`src/rtl/ldpc_ctrl_pkg.sv`:
```
// Shared encodings for the LDPC iteration controller: state names,
// phase-bus bit positions and VN edge-select codes.
package ldpc_ctrl_pkg;

   typedef enum logic [2:0] {IDLE, LOAD, CN, VN, SYND, DONE} state_t;

   localparam int FSM_IDLE = 0;
   localparam int FSM_LOAD = 1;
   localparam int FSM_VN   = 2;
   localparam int FSM_CN   = 3;

   localparam logic [3:0] PH_IDLE = 4'b0001 << FSM_IDLE;
   localparam logic [3:0] PH_LOAD = 4'b0001 << FSM_LOAD;
   localparam logic [3:0] PH_VN   = 4'b0001 << FSM_VN;
   localparam logic [3:0] PH_CN   = 4'b0001 << FSM_CN;

   localparam logic [2:0] VTC_OFF = 3'b000;
   localparam logic [2:0] VTC_E0  = 3'b001;
   localparam logic [2:0] VTC_E1  = 3'b010;
   localparam logic [2:0] VTC_E2  = 3'b100;

endpackage

```
`src/rtl/ldpc_vtc_seq.sv`:
```
// Three-step one-hot rotator driving the variable-to-check edge select
// during the VN phase; start loads the first edge, last flags the third.
module ldpc_vtc_seq
   import ldpc_ctrl_pkg::*;
(
   input  logic       clk,
   input  logic       reset,
   input  logic       start,
   output logic [2:0] vtc_en,
   output logic       last
);

   always_ff @(posedge clk or posedge reset) begin
      if (reset)
         vtc_en <= VTC_OFF;
      else if (start)
         vtc_en <= VTC_E0;
      else
         vtc_en <= {vtc_en[1:0], 1'b0};
   end

   assign last = (vtc_en == VTC_E2);

endmodule

```
`src/rtl/ldpc_iter_ctrl.sv`:
```
// LDPC decoder frame sequencer: load -> (CN -> VN -> syndrome) iterations.
// Define EARLY_TERM_EN to stop iterating as soon as the syndrome passes.
module ldpc_iter_ctrl
   import ldpc_ctrl_pkg::*;
#(
   parameter int N_CELLS  = 16,
   parameter int ADDR_WID = 4,
   parameter int ITER_WID = 5,
   parameter int CN_CYC   = 2
)(
   input  logic                clk,
   input  logic                reset,
   input  logic                start,
   input  logic                llr_valid,
   output logic                llr_ready,
   input  logic [ITER_WID-1:0] max_iter,
   input  logic                synd_ok,
   output logic [3:0]          fsm,
   output logic                sin,
   output logic [ADDR_WID-1:0] load_addr,
   output logic [2:0]          vtc_en,
   output logic [ITER_WID-1:0] iter_cnt,
   output logic                busy,
   output logic                done,
   output logic                converged
);

   localparam int CNT_W = (CN_CYC > 1) ? $clog2(CN_CYC) : 1;
   localparam logic [CNT_W-1:0]    CN_LAST   = CNT_W'(CN_CYC - 1);
   localparam logic [ADDR_WID-1:0] ADDR_LAST = ADDR_WID'(N_CELLS - 1);

   state_t              state;
   logic [ITER_WID-1:0] max_lat;
   logic [CNT_W-1:0]    cn_cnt;
   logic                vn_go;
   logic                vn_last;

   assign sin   = llr_valid & llr_ready;
   // Kick the rotator on the last CN cycle so vtc_en lines up with fsm[FSM_VN].
   assign vn_go = (state == CN) && (cn_cnt == CN_LAST);

   ldpc_vtc_seq u_vtc_seq (
      .clk    (clk),
      .reset  (reset),
      .start  (vn_go),
      .vtc_en (vtc_en),
      .last   (vn_last)
   );

   always_ff @(posedge clk or posedge reset) begin
      if (reset) begin
         state     <= IDLE;
         fsm       <= PH_IDLE;
         llr_ready <= 1'b0;
         load_addr <= '0;
         iter_cnt  <= '0;
         busy      <= 1'b0;
         done      <= 1'b0;
         converged <= 1'b0;
         max_lat   <= '0;
         cn_cnt    <= '0;
      end else begin
         done <= 1'b0;
         case (state)
            IDLE: if (start) begin
               state     <= LOAD;
               fsm       <= PH_LOAD;
               llr_ready <= 1'b1;
               busy      <= 1'b1;
               max_lat   <= (max_iter == '0) ? ITER_WID'(1) : max_iter;
               iter_cnt  <= '0;
               load_addr <= '0;
               converged <= 1'b0;
            end
            LOAD: if (sin) begin
               if (load_addr == ADDR_LAST) begin
                  state     <= CN;
                  fsm       <= PH_CN;
                  llr_ready <= 1'b0;
                  load_addr <= '0;
                  cn_cnt    <= '0;
               end else begin
                  load_addr <= load_addr + 1'b1;
               end
            end
            CN: begin
               if (vn_go) begin
                  state <= VN;
                  fsm   <= PH_VN;
               end else begin
                  cn_cnt <= cn_cnt + 1'b1;
               end
            end
            VN: if (vn_last) begin
               state    <= SYND;
               fsm      <= PH_IDLE;
               iter_cnt <= iter_cnt + 1'b1;
            end
            SYND: begin
`ifdef EARLY_TERM_EN
               if (synd_ok || (iter_cnt == max_lat)) begin
                  state     <= DONE;
                  done      <= 1'b1;
                  converged <= synd_ok;
               end else begin
                  state  <= CN;
                  fsm    <= PH_CN;
                  cn_cnt <= '0;
               end
`else
               // synd_ok only reported here; iteration count alone ends the frame.
               if (iter_cnt == max_lat) begin
                  state     <= DONE;
                  done      <= 1'b1;
                  converged <= synd_ok;
               end else begin
                  state  <= CN;
                  fsm    <= PH_CN;
                  cn_cnt <= '0;
               end
`endif
            end
            DONE: begin
               state <= IDLE;
               busy  <= 1'b0;
            end
            default: begin
               state     <= IDLE;
               fsm       <= PH_IDLE;
               llr_ready <= 1'b0;
               busy      <= 1'b0;
            end
         endcase
      end
   end

endmodule
```
`config.mk`:
```
export PLATFORM = sky130hd
export DESIGN_NAME = ldpc_iter_ctrl
export DESIGN_NICKNAME = d
export VERILOG_FILES = /design/src/rtl/ldpc_ctrl_pkg.sv /design/src/rtl/ldpc_vtc_seq.sv /design/src/rtl/ldpc_iter_ctrl.sv
export SDC_FILE = /design/constraint.sdc
export NUM_CORES = 1
export LEC_CHECK = 0
export BUFFER_PORTS_ARGS = -buffer_cell sky130_fd_sc_hd__buf_4
export CAP_MARGIN = 5
export CORE_MARGIN = 8
export CORE_UTILIZATION = 45
export DETAILED_ROUTE_END_ITERATION = 16
export GPL_TIMING_DRIVEN = 0
export PLACE_DENSITY = 0.77
export SLEW_MARGIN = 15
export SYNTH_ARGS = -nofsm -noshare
export SYNTH_HDL_FRONTEND = slang
export SYNTH_SLANG_ARGS = --single-unit
```
`constraint.sdc`:
```
create_clock -name clk -period 1.65 [get_ports clk]
set_input_delay 0.165 -clock clk [delete_from_list [all_inputs] [get_ports clk]]
set_output_delay 0.165 -clock clk [all_outputs]
set_load 0.1 [all_outputs]
```
# [Yosys cells after proc, flatten, opt, wreduce, memory -nomap -nowiden]
# Cells that the tools add are included.
[totals] in_bits=10 ramBits=0 ff_bits=29 mem_count=0 romBits=0 latchBits=0 elab_cells=88
[op_classes] n_mux=36 div_mod_pow=0 order_cmp=0 eq_ne=16 n_shift=0 multipliers=0 n_addsub=3 reduce_logical=18 n_bitwise=4
[ops] cell="4-bit two-way mux" count=9
[ops] cell="4-bit case mux with 6 select lines" count=1
[ops] cell="3-bit two-way mux" count=7
[ops] cell="5-bit two-way mux" count=3
[ops] cell="3-bit case mux with 5 select lines" count=1
[ops] cell="2-bit != test, second input constant" count=6
[ops] cell="5-bit case mux with 2 select lines" count=1
[ops] cell="5-bit AND reduction" count=2
[ops] cell="3-bit == test, second input constant" count=3
[ops] cell="1-bit two-way mux" count=9
[ops] cell="3-bit AND reduction" count=3
[ops] cell="4-bit case mux with 2 select lines" count=1
[ops] cell="4-bit OR reduction" count=2
[ops] cell="7-bit AND reduction" count=1
[ops] cell="3-bit by 2-bit == test with 1-bit output, second input constant" count=2
[ops] cell="1-bit case mux with 3 select lines" count=2
[ops] cell="2-bit nonzero test" count=3
[ops] cell="5-bit by 1-bit adder with 5-bit output, second input constant" count=1
[ops] cell="5-bit == test" count=1
[ops] cell="5-bit zero test" count=1
[ops] cell="4-bit by 1-bit adder with 4-bit output, second input constant" count=1
[ops] cell="4-bit == test, second input constant" count=1
[ops] cell="2-bit by 1-bit != test with 1-bit output, second input constant" count=2
[ops] cell="1-bit case mux with 2 select lines" count=2
[ops] cell="9 further kinds" count=12

# [Longest topological paths before layout]
[depth] ltp_word=4 ltp_mapped=7

# [Hierarchy]
# A second synthesis with hierarchy kept.
[unflattened] cells_unflattened=149 area_unflattened_um2=1478.9
[modules_own_cells] mod="ldpc_iter_ctrl" area_each_um2=1372.6 seq_area_each_um2=651.9 n_inst=1 cells_each=142
[modules_own_cells] mod="ldpc_vtc_seq" area_each_um2=106.4 seq_area_each_um2=75.1 n_inst=1 cells_each=7

# [Worst setup path before layout]
# No wires, ideal clock.
[synth_timing] path_type="register to register" start="reg load_addr[0]" end="reg fsm[0]" period_less_slack_ns=2.288 slack_ns=-0.638 arrival_time_ns=2.205 n_path_buf=0 setup_ns=0.083 stages_incl_launch_ff=7 cell_sequence="dfrtp_1 ha_1 nand3_1 o21ai_2 o21ai_4 nand2b_4 a221o_1"
[synth_via] elab_chain_len=3
[synth_rtl] element="from (decl)" line="ldpc_iter_ctrl.sv:20" text="output logic [ADDR_WID-1:0] load_addr,"
[synth_rtl] element="from (signal assigned)" line="ldpc_iter_ctrl.sv:83" text="load_addr <= load_addr + 1'b1;"
[synth_rtl] element="4-bit == test" line="ldpc_iter_ctrl.sv:76" text="if (load_addr == ADDR_LAST) begin"
[synth_rtl] element="2-bit != test (no source line)"
[synth_rtl] element="7-bit AND reduction (no source line)"
[synth_rtl] element="to (signal assigned)" line="ldpc_iter_ctrl.sv:78" text="fsm <= PH_CN;"
[synth_rtl] element="to (signal assigned)" line="ldpc_iter_ctrl.sv:89" text="fsm <= PH_VN;"
[synth_rtl] element="to (signal assigned)" line="ldpc_iter_ctrl.sv:96" text="fsm <= PH_IDLE;"
[synth_rtl] element="to (decl)" line="ldpc_iter_ctrl.sv:18" text="output logic [3:0] fsm,"
# No other way between the ends.
# A chain may end at the register's enable or synchronous reset.

# [Final worst setup path]
# Same ends and word-level chain as after synthesis.

==> results.toml <==
[run_status]
outcome = "complete, no violations"

[worst_setup_path]
end_kind = "flip-flop"
crit_required_ns = 1.92
crit_arrival_ns = 1.88
rrSetupSlack_ns = 0.04
r2r_end = "fsm[0]"
crit_slowest_cell = "dfrtp_4"
cp_num_cells = 6
reg2reg_depth = 6
critical_path_class = "flip-flop to flip-flop"
slowest_delay_ns = 0.47
path_buf_inv = 0
path_delay_family = "compound AO/OA/AOI/OAI gates"
rr_startpoint = "load_addr[0]"
cp_cell_sequence = "ha_4 -> nand3_2 -> o21ai_2 -> o21ai_4 -> nand2b_4 -> a221o_1"
path_max_fanout = 6
start_kind = "flip-flop"

[clock_tree]
clk_latency_ns = 0.34
htreeDepth = 2
cts_root_buf = "clkbuf_4"
cts_tree = "built"
cts.sinks = 29
clk_path_buf_depth = 2
numCtsBuffers = 5
clk_pin_slew_ns = 0.10

[grt]
grt_max_degree = 30
grt_remaining_overflow = 0
antenna_found_initial = 0
grt_pass1_wl_um = 5490
grt_pass1_vias = 1226
track_usage = 0.132

[hold_path]
min_from = "max_iter[4]"
hold_path_class = "input pin to flip-flop"
min_path_cells = 3
whs_endpoint = "max_lat[4]"

[route]
drc_errors = 0
drtPass1Iterations = 6
dr_total_vias = 1240
wl_per_cell_um = 14.9
vias_per_cell = 5.23
drt_iter0_markers = 49
routed_wl_um = 3520
ant_nets = 0

[power_and_ir_drop]
ir_worst_vdd_v = 0.00132
total_power_mw = 4.07
powerDensity_nw_per_um2 = 2130
p_leak_nw = 0.926

[cells_and_area]
mostFrequentLayoutCells = "buf_4, nand2_1, dfrtp_1, nor2_1, o21ai_0"
ff_latch_area_sq_um = 762
final_common_cell = "buf_4"
multiInputGateArea_sq_um = 749
final_nets = 204
drive_above_1_share = 0.373
n_antenna_cell = 0
fill_cells = 264
synthToLayoutAreaGrowth_pct = 29.4

[timing]
whs_ns = 0.0221
rsz0062_at_grt = "yes"
worstMarginPinSlew_ns = 0.596
skew_ns = 0.00645
report.final.setup_viol = 0
slew_headroom = 0.602
timing.final.hold_violations = 0
slew_viol_final = 0
finalCritPeriodShare = 0.976
fmax_mhz = 621
min_period_ns = 1.61

[floorplanning]
die_y_um = 73.2
fp.coreArea_sq_um = 3080
die_area_sq_um = 5360
num_io_pins = 31
std_cell_rows = 20
fp.dieW_um = 73.2
start_util = 0.479

[synth]
synth_enable_flop_cells = 0
avgSynthCellArea_sq_um = 9.70
syn-cell-area_sq_um = 1470
synth_fp_nets = 164
synthCells = 152
synth_cell_types = 42
ys_seq_elements = 29
ys.warnings.count = 0
async_flop_share = 1.00
synth_flop_cell = "dfrtp_1"
ys_seq_area_frac = 0.493

[placement]
place_congestion = 0.839
portBuffers = 30
dpl.hpwl_um = 2550

[job]
max-cap-violations = 0
## worst register-to-register path, cell delays in order, from the launching register on
cell,delay [ns]
dfrtp_4,0.47
ha_4,0.16
nand3_2,0.10
o21ai_2,0.22
o21ai_4,0.11
nand2b_4,0.16
a221o_1,0.31
## what timing repair did
| action | in CTS | in global routing |
|---|---|---|
| gates cloned | 0 | 0 |
| hold buffers | 0 | 1 |
| hold endpoints to repair | 0 | 28 |
| buffers inserted | 0 | 2 |
| pin swaps | 0 | 2 |
| endpoints found under the setup margin | 3 | 11 |
| gates resized for setup | 1 | 5 |
## Yosys cell counts, drive strengths merged, types with 2 or more instances
cell | instances | area share
a211o | 3 | 0.018
a21o | 2 | 0.010
a21oi | 7 | 0.024
and2b | 3 | 0.015
and3 | 3 | 0.013
clkbuf | 3 | 0.0076
dfrtp | 28 | 0.48
ha | 2 | 0.017
inv | 3 | 0.0076
nand2 | 26 | 0.066
nand2b | 5 | 0.026
nand3 | 8 | 0.036
nand4 | 3 | 0.013
nor2 | 14 | 0.037
nor2b | 3 | 0.013
nor3 | 2 | 0.010
nor3b | 2 | 0.014
o21ai | 14 | 0.058
xor2 | 7 | 0.042
## layout make-up
class                           count  area share
Buffer                              4      0.0125
Clock buffer                        5      0.0197
Clock inverter                      3     0.00919
Inverter                            3     0.00591
Multi-Input combinational cell    116       0.393
Sequential cell                    29       0.400
Tap cell                           44      0.0289
Timing Repair Buffer               33       0.131
## per-stage QoR
stage	util	instances	TNS, ns	setup WS, ns	cell area [sq um]
6_report	0.620	237	0	0.0404	1910
5_1_grt	0.620	237	-0.0239	-0.0129	1910
4_1_cts	0.608	234	0	0.0198	1870
3_5_place_dp	0.588	226	-0.0103	-0.0103	1810
3_3_place_gp	0.588	226	-0.00552	-0.00552	1810
2_1_floorplan	-	152	-0.254	-0.0968	1530
## how the worst max path moves through the flow
stage / start / to / slack, ns
2_1_floorplan: load_addr[0] / fsm[0] / -0.1
3_3_place_gp: u_vtc_seq.vtc_en[1] / fsm[0] / -0.006
3_5_place_dp: u_vtc_seq.vtc_en[1] / fsm[0] / -0.01
4_1_cts: state[1] / max_lat[0] / 0.02
5_1_grt: state[2] / fsm[0] / -0.01
6_report: load_addr[0] / fsm[0] / 0.04
## state kept, by name, indices dropped and copies added, names as in the netlist
signal	count
iter_cnt	5
busy	1
llr_ready	1
done	1
u_vtc_seq.vtc_en	3
fsm	4
state	3
cn_cnt	1
load_addr	4
converged	1
max_lat	5
## kinds of logic (layout without fill, tap and decap cells)
group           after synthesis  in the layout  synth area share
simple gates                 73             73             0.261
compound gates               33             33             0.159
fa+ha+maj                     2              2            0.0170
xor+xnor                      8              8            0.0475
flops                        29             29             0.493
buf+inv                       7             48            0.0229
## metal layers
metal  up-vias  track usage  share of wire
met5         -            0              0
met4         0       0.0622          0.022
met3        12       0.0385          0.053
met2        39        0.215           0.48
met1       583        0.155           0.45
li1        606            -              -
## report_power, final
group,internal [mW],switching [mW]
Clock,0.160,0.266
Combinational,0.696,1.72
Sequential,0.988,0.243
Total,1.84,2.23
(Power assumes the default switching activity.)
